File: src/rtl/pid_pkg.sv
// Shared widths and helpers for the PID-to-PWM output stage.
// Optional dead-time insertion is enabled with PID_PWM_DEADTIME_EN.
package pid_pkg;

    localparam int unsigned AW_DEF = 1;
    localparam int unsigned OW_DEF = 12;
    localparam int unsigned DT_DEF = 16;

    // |v| clamped to 2^(w-1)-1 so the most negative code still fits.
    function automatic logic [31:0] sat_mag(
        input logic signed [31:0] v,
        input int unsigned        w
    );
        logic [31:0] lim;
        logic [31:0] mag;
        lim = (32'd1 << (w - 1)) - 32'd1;
        mag = v[31] ? 32'(-v) : 32'(v);
        if (mag > lim) begin
            mag = lim;
        end
        return mag;
    endfunction

endpackage

File: src/rtl/pid_pwm_chan.sv
// One PWM channel: shadow/active magnitude and sign, comparator,
// optional dead-time counter (PID_PWM_DEADTIME_EN).
module pid_pwm_chan
    import pid_pkg::*;
#(
    parameter int unsigned ow = OW_DEF,
    parameter int unsigned dt = DT_DEF
) (
    input  logic                 clk_pid,
    input  logic                 reset,
    input  logic                 ld,
    input  logic signed [ow-1:0] m_k_in,
    input  logic [ow-2:0]        cnt,
    input  logic                 wrap,
    output logic                 pwm,
    output logic                 dir
);

    localparam int unsigned MW = ow - 1;

    logic [MW-1:0] sh_mag_q, sh_mag_d;
    logic [MW-1:0] act_mag_q, act_mag_d;
    logic          sh_sign_q, sh_sign_d;
    logic          act_sign_q, act_sign_d;
    logic          pwm_q, pwm_d;
    logic          dir_q, dir_d;

    always_comb begin
        sh_mag_d   = sh_mag_q;
        sh_sign_d  = sh_sign_q;
        act_mag_d  = act_mag_q;
        act_sign_d = act_sign_q;
        if (ld) begin
            sh_mag_d  = MW'(sat_mag(32'(m_k_in), ow));
            sh_sign_d = m_k_in[ow-1];
        end
        // Active values change only at the period boundary.
        if (wrap) begin
            act_mag_d  = sh_mag_q;
            act_sign_d = sh_sign_q;
        end
        dir_d = act_sign_q;
    end

`ifdef PID_PWM_DEADTIME_EN
    logic [7:0] dt_cnt_q, dt_cnt_d;

    always_comb begin
        dt_cnt_d = dt_cnt_q;
        if (wrap && (sh_sign_q != act_sign_q)) begin
            dt_cnt_d = 8'(dt);
        end else if (dt_cnt_q != 8'd0) begin
            dt_cnt_d = dt_cnt_q - 8'd1;
        end
        pwm_d = (cnt < act_mag_q) && (dt_cnt_q == 8'd0);
    end

    always_ff @(posedge clk_pid) begin
        if (reset) begin
            dt_cnt_q <= 8'd0;
        end else begin
            dt_cnt_q <= dt_cnt_d;
        end
    end
`else
    always_comb begin
        pwm_d = cnt < act_mag_q;
    end
`endif

    always_ff @(posedge clk_pid) begin
        if (reset) begin
            sh_mag_q   <= '0;
            sh_sign_q  <= 1'b0;
            act_mag_q  <= '0;
            act_sign_q <= 1'b0;
            pwm_q      <= 1'b0;
            dir_q      <= 1'b0;
        end else begin
            sh_mag_q   <= sh_mag_d;
            sh_sign_q  <= sh_sign_d;
            act_mag_q  <= act_mag_d;
            act_sign_q <= act_sign_d;
            pwm_q      <= pwm_d;
            dir_q      <= dir_d;
        end
    end

    assign pwm = pwm_q;
    assign dir = dir_q;

endmodule

File: src/rtl/pid_pwm_out.sv
// PID motor-power to per-channel PWM/direction outputs.
// Build with PID_PWM_DEADTIME_EN to insert dead-time on reversal.
module pid_pwm_out
    import pid_pkg::*;
#(
    parameter int unsigned aw = AW_DEF,
    parameter int unsigned ow = OW_DEF,
    parameter int unsigned dt = DT_DEF
) (
    input  logic                  clk_pid,
    input  logic                  reset,
    input  logic                  ce,
    input  logic [aw-1:0]         a,
    input  logic signed [ow-1:0]  m_k_in,
    output logic [(1<<aw)-1:0]    pwm_out,
    output logic [(1<<aw)-1:0]    dir_out,
    output logic                  upd
);

    localparam int unsigned AN = 1 << aw;
    localparam int unsigned CW = ow - 1;

    logic          ce_d_q, ce_d_d;
    logic          upd_q, upd_d;
    logic [CW-1:0] cnt_q, cnt_d;
    logic          capture;
    logic          wrap;
    logic [AN-1:0] ld;

    always_comb begin
        capture = ce && !ce_d_q;
        ce_d_d  = ce;
        upd_d   = capture;
        wrap    = (cnt_q == {CW{1'b1}});
        cnt_d   = cnt_q + CW'(1);
        for (int i = 0; i < AN; i++) begin
            ld[i] = capture && (a == aw'(i));
        end
    end

    always_ff @(posedge clk_pid) begin
        if (reset) begin
            ce_d_q <= 1'b0;
            upd_q  <= 1'b0;
            cnt_q  <= '0;
        end else begin
            ce_d_q <= ce_d_d;
            upd_q  <= upd_d;
            cnt_q  <= cnt_d;
        end
    end

    for (genvar i = 0; i < AN; i++) begin : g_chan
        pid_pwm_chan #(
            .ow (ow),
            .dt (dt)
        ) u_chan (
            .clk_pid (clk_pid),
            .reset   (reset),
            .ld      (ld[i]),
            .m_k_in  (m_k_in),
            .cnt     (cnt_q),
            .wrap    (wrap),
            .pwm     (pwm_out[i]),
            .dir     (dir_out[i])
        );
    end

    assign upd = upd_q;

endmodule
File: config.mk
export PLATFORM = sky130hd
export DESIGN_NAME = pid_pwm_out
export DESIGN_NICKNAME = d
export VERILOG_FILES = /design/src/rtl/pid_pkg.sv /design/src/rtl/pid_pwm_chan.sv /design/src/rtl/pid_pwm_out.sv
export SDC_FILE = /design/constraint.sdc
export NUM_CORES = 1
export LEC_CHECK = 0
export CAP_MARGIN = 40
export CELL_PAD_IN_SITES_DETAIL_PLACEMENT = 1
export CELL_PAD_IN_SITES_GLOBAL_PLACEMENT = 1
export CORE_ASPECT_RATIO = 0.8
export CORE_MARGIN = 2
export CORE_UTILIZATION = 35
export DETAILED_ROUTE_END_ITERATION = 8
export PLACE_DENSITY = 0.75
export RECOVER_POWER = 100
export SKIP_CTS_REPAIR_TIMING = 1
export SYNTH_ARGS = -nofsm -noshare
export SYNTH_HDL_FRONTEND = slang
export SYNTH_SLANG_ARGS = --single-unit
File: constraint.sdc
create_clock -name clk_pid -period 1.6 [get_ports clk_pid]
set_clock_uncertainty 0.1 [all_clocks]
set_input_delay 0.32 -clock clk_pid [delete_from_list [all_inputs] [get_ports clk_pid]]
set_output_delay 0.32 -clock clk_pid [all_outputs]
set_load 0.05 [all_outputs]
# [Yosys cells after proc, flatten, opt, wreduce, memory -nomap -nowiden]
# Cells that the tools add are included.
[classes] add_sub_neg=2 magnitude_cmp=3 n_eq_ne=1 mux=2 bitwise_logic=1 n_reduce_logical=4
[ops] cell="$gt A32 B11 Y1 const B" count=1
[ops] cell="$mux W32" count=1
[ops] cell="$neg A12 Y32" count=1
[ops] cell="$lt A11 B11 Y1" count=2
[ops] cell="$add A11 B1 Y11 const B" count=1
[ops] cell="$eq A11 B11 Y1 const B" count=1
[ops] cell="$mux W11" count=1
[ops] cell="$logic_and A1 B1 Y1" count=3
[ops] cell="$logic_not A1 Y1" count=1
[ops] cell="$not A1 Y1" count=1
[totals] ff_bits=65 in_bits=16 out_inout_bits=5 elab_cells=28

# [Longest topological paths before layout]
[logic_depth] word_depth=4 ltp_mapped=6 mapped_depth_nobuf=6

# [Hierarchy]
# A second synthesis with hierarchy kept.
[unflattened] hier_cells=363 hier_area_um2=3281.9
[by_module_without_submodules] module="pid_pwm_chan" instances=2 cells_per_inst=152 area_each_um2=1371.3 seq_area_each_um2=520.5
[by_module_without_submodules] module="pid_pwm_out" instances=1 cells_per_inst=59 area_each_um2=539.3 seq_area_each_um2=260.2

# [Worst setup path after synthesis]
# OpenSTA, ideal clock, no wires.
[synth_path] path_kind="register to register" from="register cnt_q[0]" to="register g_chan[0].u_chan.act_mag_q[8]" setup_ns=0.128 arrival_ns=1.570 required_time_ns=1.372 slack_ns=-0.197 path_stages_with_launch=7 path_buffers=1 period_less_slack_ns=1.797 path_cell_list="dfxtp_1 -> ha_1 -> and4_1 -> nand4_1 -> buf_2 -> mux2i_1 -> nor2_1"
[synth_between] elab_chain_len=1
[synth_lines] item="start, declared" line_no="pid_pwm_out.sv:25" source="logic [CW-1:0] cnt_q, cnt_d;"
[synth_lines] item="start signal, assigned" line_no="pid_pwm_out.sv:49" source="cnt_q <= cnt_d;"
[synth_lines] item="$eq A11 B11 Y1" line_no="pid_pwm_out.sv:34" source="wrap = (cnt_q == {CW{1'b1}});"
[synth_lines] item="end signal, assigned" line_no="pid_pwm_chan.sv:82" source="act_mag_q <= act_mag_d;"
[synth_lines] item="end, declared" line_no="pid_pwm_chan.sv:22" source="logic [MW-1:0] act_mag_q, act_mag_d;"
# No other way between the ends.
# A chain may end at the register's enable or synchronous reset.

# [Final worst setup path]
[layout_path] from="register cnt_q[4]" to="register g_chan[1].u_chan.act_mag_q[0]"
[layout_between] elab_chain_len=1
[layout_lines] item="$eq A11 B11 Y1" line_no="pid_pwm_out.sv:34"
[layout_lines] item="end signal, assigned" line_no="pid_pwm_chan.sv:82"
[layout_lines] item="end, declared" line_no="pid_pwm_chan.sv:22"
# No other way between the ends.

==> impl_metrics.tcl <==
set metrics [dict create \
    numCtsBuffers 9 \
    yosys.area.top_type "dfxtp_1" \
    drt_iter0_drc 130 \
    postPlaceCellArea_um2 3741 \
    drv_slew 0 \
    portBuffers 20 \
    die_x_um 109.4 \
    hold_class "in -> reg" \
    io_pins 21 \
    cap_violations 0 \
    violations "negative setup slack" \
    cts_buffer_depth 2 \
    die_area_um2 9666 \
    dp_hpwl_um 5884 \
    final_area_um2 4118 \
    irDropWorstVdd_mv 0.4113 \
    cts_tree "built" \
    critPathArrivalTime_ns 1.76 \
    nets 433 \
    synth_edf_count 0 \
    synth_nets 381 \
    reg2reg_depth 6 \
    gp_congestion 0.9052 \
    antenna_left 0 \
    drive_gt1_frac 0.2450 \
    final-hold-violation-count 0 \
    synth.distinct_cells 52 \
    clock.fmax_mhz 610.7 \
    die_y_um 88.34 \
    synth.yosys.seq_area_share 0.4182 \
    cts_sinks 65 \
    grt_max_degree 37 \
    clock_latency_ns 0.34 \
    synth_common_cells "dfxtp_1 (65), nor2_1 (42), mux2i_1 (25)" \
    drt-wirelength-per-cell_um 16.05 \
    worstPathRequired_ns 1.72 \
    relSlewSlack 0.7176 \
    ys_seq_elements 65 \
    tns_ns -0.2863 \
    outcome "finished, violations left" \
    yosysMostFrequentCell "dfxtp_1" \
    syn_area_um2 3112 \
    synth_area_per_cell_um2 9.072 \
    fin_crit_sh 1.023 \
    crit_fanout 24 \
    drc 0 \
    path_class "reg -> reg" \
    p_leak_nw 1.877 \
    grt_pass1_wl_um 13150 \
    num_vias 2687 \
    antenna_found_initial 0 \
    syn2layout_area_growth_pct 32.33 \
    setup_viol 21 \
    synthTopCellsByArea "dfxtp_1 (42%), ha_1 (8.8%), mux2i_1 (8.0%), nor2_1 (5.1%), inv_1 (2.9%)" \
    yosysWarnings 0 \
    core_um2 8558 \
    antenna_cells 0 \
    grt_pass1_vias 2721 \
    dp_cells 494 \
    setup_slack_ns -0.03757 \
    powerDensity_nw_per_um2 861.1 \
    grtUsageTotal 0.1771 \
    holdPathStages 4 \
    ys_async_sr_fraction 0 \
    start_kind "register" \
    num_rows 30 \
    clk_pin_slew_ns 0.07 \
    syn_inst 343 \
    cts_root_buf "clkbuf_8" \
    grt_overflow 0 \
    viasPerCell 5.248 \
    fin_cells 512 \
    grt_setup_unrepaired "yes" \
    tightest_slew_ns 0.4204 \
    endpoint_kind "register" \
    firstDrtPassIters 4 \
    synth_top_area_share 0.4182 \
    cts_htree_levels 3 \
    start_util 0.3636 \
    min_period_ns 1.638 \
    synthFlopType "dfxtp_1" \
    drt_wl_total_um 8218 \
]
==> through the flow <==
stage | total power, W | util | hold WS (ns) | setup WS, ns
after floorplan | 0.001935 | - | 0.3348 | -0.1052
after global placement | 0.002115 | 0.4371 | 0.3505 | -0.6075
after detailed placement | 0.002132 | 0.4371 | 0.3595 | -0.6890
after CTS | 0.003564 | 0.4610 | 0.3698 | -0.3167
after global routing | 0.003698 | 0.4811 | 0.3334 | -0.1139
final | 0.003546 | 0.4811 | 0.3110 | -0.03757
==> metal layers <==
layer | vias to the layer above | wire, um | global-route usage
met5 | - | 0 | 0
met4 | 0 | 116 | 0.06214
met3 | 11 | 202 | 0.04197
met2 | 36 | 3990 | 0.2862
met1 | 1327 | 3909 | 0.2327
li1 | 1313 | - | -
==> flip-flops by register name, summed over array words and instances, names as in the netlist <==
| register | cells |
|---|---|
| g_chan.u_chan.pwm | 2 |
| ce_d_q | 1 |
| upd | 1 |
| g_chan.u_chan.act_mag_q | 22 |
| g_chan.u_chan.sh_sign_q | 2 |
| g_chan.u_chan.dir | 2 |
| g_chan.u_chan.act_sign_q | 2 |
| g_chan.u_chan.sh_mag_q | 22 |
| cnt_q | 11 |
==> path summary, 6_finish.rpt <==
| kind | from | endpoint | slack [ns] |
|---|---|---|---|
| setup / recovery | cnt_q[4]$_SDFF_PP0_ | g_chan[1].u_chan.act_mag_q[0]$_SDFFE_PP0N_ | -0.04 |
| setup reg to reg | cnt_q[4]$_SDFF_PP0_ | g_chan[1].u_chan.act_mag_q[0]$_SDFFE_PP0N_ | -0.04 |
| hold reg to reg | cnt_q[0]$_SDFF_PP0_ | cnt_q[0]$_SDFF_PP0_ | 0.36 |
| hold / removal | m_k_in[0] | g_chan[1].u_chan.sh_mag_q[0]$_SDFFE_PP0P_ | 0.31 |
==> cells by family after synthesis <==
group,synth area share
simple gates,0.1709
compound gates,0.1508
flops,0.4182
buf+inv,0.06031
mux,0.08042
fa+ha+maj,0.08846
xor+xnor,0.03096
==> worst max-delay path, stage by stage, from the launching register on <==
cell and delay, ns:
dfxtp_2 0.40, buf_4 0.15, and4_4 0.25, nand4_1 0.15, buf_12 0.22, mux2i_1 0.17
nor2_1 0.06
==> where the power goes <==
part	total (W)	internal (W)	switching, W
Sequential	0.00171	0.00167	0.0000421
Clock	0.00143	0.000764	0.000661
Combinational	0.000411	0.000197	0.000214
==> layout make-up <==
type / count / area (um^2)
inverters: 24 / 90.09
well taps: 112 / 140.1
flip-flops and latches: 65 / 1318
multi-input cells: 235 / 1770
repair buffers: 60 / 595.6
clock buffers: 10 / 137.6
clock inverters: 6 / 66.31
fillers: 993 / 4441
==> cells in the final DEF, fill, tap and decap left out, types with 3 or more instances in the layout <==
cell / instances
a211oi_1: 4
buf_4: 34
buf_12: 7
o21ai_0: 16
nand4_1: 7
clkbuf_8: 10
inv_1: 23
dlymetal6s2s_1: 9
a211o_1: 3
nor2b_1: 4
dfxtp_1: 56
buf_6: 3
dfxtp_2: 7
xor2_1: 7
nor3_1: 3
nor2_1: 39
nand2_1: 17
nand3_1: 9
o21ai_1: 3
mux2i_1: 25
a21oi_1: 15
clkdlybuf4s50_1: 4
nand2b_1: 4
ha_1: 19
xnor2_1: 4
a21o_1: 6
ha_4: 3
No activity file was read; power rests on OpenSTA's default activity.
==> patch: new RTL, config.mk and constraints unchanged <==
Take the reset off `sh_mag_q` and load it in a clocked block of its own.
--- a/src/rtl/pid_pwm_chan.sv
+++ b/src/rtl/pid_pwm_chan.sv
@@ -70,14 +70,12 @@
 
     always_ff @(posedge clk_pid) begin
         if (reset) begin
-            sh_mag_q   <= '0;
             sh_sign_q  <= 1'b0;
             act_mag_q  <= '0;
             act_sign_q <= 1'b0;
             pwm_q      <= 1'b0;
             dir_q      <= 1'b0;
         end else begin
-            sh_mag_q   <= sh_mag_d;
             sh_sign_q  <= sh_sign_d;
             act_mag_q  <= act_mag_d;
             act_sign_q <= act_sign_d;
@@ -86,6 +84,10 @@
         end
     end
 
+    always_ff @(posedge clk_pid) begin
+        sh_mag_q <= sh_mag_d;
+    end
+
     assign pwm = pwm_q;
     assign dir = dir_q;
 
Function: no difference found for any inputs over 10 cycles, from zero or initial values and one cycle with reset high; that may be too few to reach the edited logic, so the function may still have changed.
==> patch against the original RTL <==
Worst setup slack improved by 0.043 ns; combinational power fell by 28%; sequential cell count did not move; highest routed layer unchanged; routed wire length fell by 18%; cell area fell by 8.0%; area after synthesis fell by 2.4%; critical endpoint is now g_chan[1].u_chan.sh_mag_q[10]; total power fell by 2.5%; clock power fell by 3%.
==> patch: results (changes against the original RTL) <==
- The met1 track demand over resource in global routing came to 18.24% (-5.0 points).
- Slowest library cell on the worst path: sky130_fd_sc_hd__clkdlybuf4s50_1
- The fraction of synthesized area in multiplexers is 0.3295% (-7.7 points).
- The via count of the routed design came to 2,289 (-15%).
* Lkg Pwr: 1.473 nW (-22%)
* Avg Synthesized Cell Area: 9.523 sq um (+5.0%)
- Fraction of final layout cells sized beyond drive strength 1: 21.95% (-2.5 points)
- The routed via count divided by cell count came to 4.759 (-9.3%).
- The stage delay of the slowest cell on the critical path is 0.48 ns (+0.08 ns).
- Routed wire length on met2: 3163 um (-21%)
- The count of placed standard cells including taps is 464 (-6.1%).
* Number of distinct standard cells referenced by the synthesized netlist: 34 (-35%)
- GR Util met3: 4.488% (+0.29 points)
- The count of filler cells inserted in the layout is 983 (-1.0%).
- Path class of the lowest-slack min-delay path: register to register
- The flip-flop and latch area is 1529 sq um (+16%).
- The initial DRC count came to 101 (-22%).
- First-pass GRT wire length: 10,840 um (-18%)
* Run status: completed
- Share of final layout cell area taken by non-clock buffers: 11.56% (-2.9 points)
* Compound-Gate Fraction of Synth Area: 11.61% (-3.5 points)
- The clock-cell share of area came to 5.119% (+0.17 points).
- Tracing the worst setup path back leads to its startpoint at m_k_in[2].
* Top metal layer carrying routed signals: met4
* Average wire per standard cell: 13.93 um (-13%)
- Cell type group with the largest total delay on the critical path: buffers and inverters
* GRT Resource Usage Total: 15.02% (-2.7 points)
- The detailed placer's ending HPWL is 4938 um (-16%).
* Met3 routed WL: 217 um (+7.4%)
- # nets final: 402 (-7.2%)
- The actual transition at the worst max-transition pin is 0.4779 ns (+0.05750 ns).
* Area share of xor/xnor cells in the synthesized design: 4.613% (+1.5 points)
- Hold wc startpoint: g_chan[1].u_chan.act_sign_q
- Max IR drop VDD: 0.3769 mV (-8.3%)
* Max Fanout on Critical Path: 3 (-88%)
* Non-clock buffer count in the final layout: 51 (-15%)
* Maximum number of pins on one net before global-route repair: 25 (-32%)
- Final weighted congestion in routability-driven placement: 0.8318 (-8.1%)
- M1 WL: 3235 um (-17%)
* Post-synth EDFFs: 22 (+22)
- The startpoint identified for the worst register-to-register timing path is cnt_q[7].
==> patch: stage by stage <==
step | TNS, ns | power [mW] | utilization [%] | worst slack (ns) | instance area (sq um)
after floorplan | 0 | 1.961 | - | 0.007868 | 3043
final | 0 | 3.457 | 44.86 | 0.005664 | 3789
after detailed placement | -10.89 | 2.119 | 42.25 | -0.5025 | 3568
after global routing | -0.2050 | 3.603 | 44.86 | -0.05750 | 3789
after global placement | -8.489 | 2.106 | 42.25 | -0.4866 | 3568
after CTS | -1.526 | 3.504 | 44.55 | -0.1216 | 3762
==> patch: worst paths after layout <==
check,slack (ns),end,cells after the start
setup reg to reg,0.09,g_chan[1].u_chan.act_mag_q[1],5
hold reg to reg,0.35,g_chan[1].u_chan.act_sign_q,2
setup / recovery,0.006,g_chan[1].u_chan.sh_mag_q[10],6
hold / removal,0.35,g_chan[1].u_chan.act_sign_q,2
==> patch: power breakdown <==
part	switching, mW	internal (mW)
clock	0.667	0.716
combinational	0.164	0.132
sequential	0.0182	1.76
total	0.849	2.61
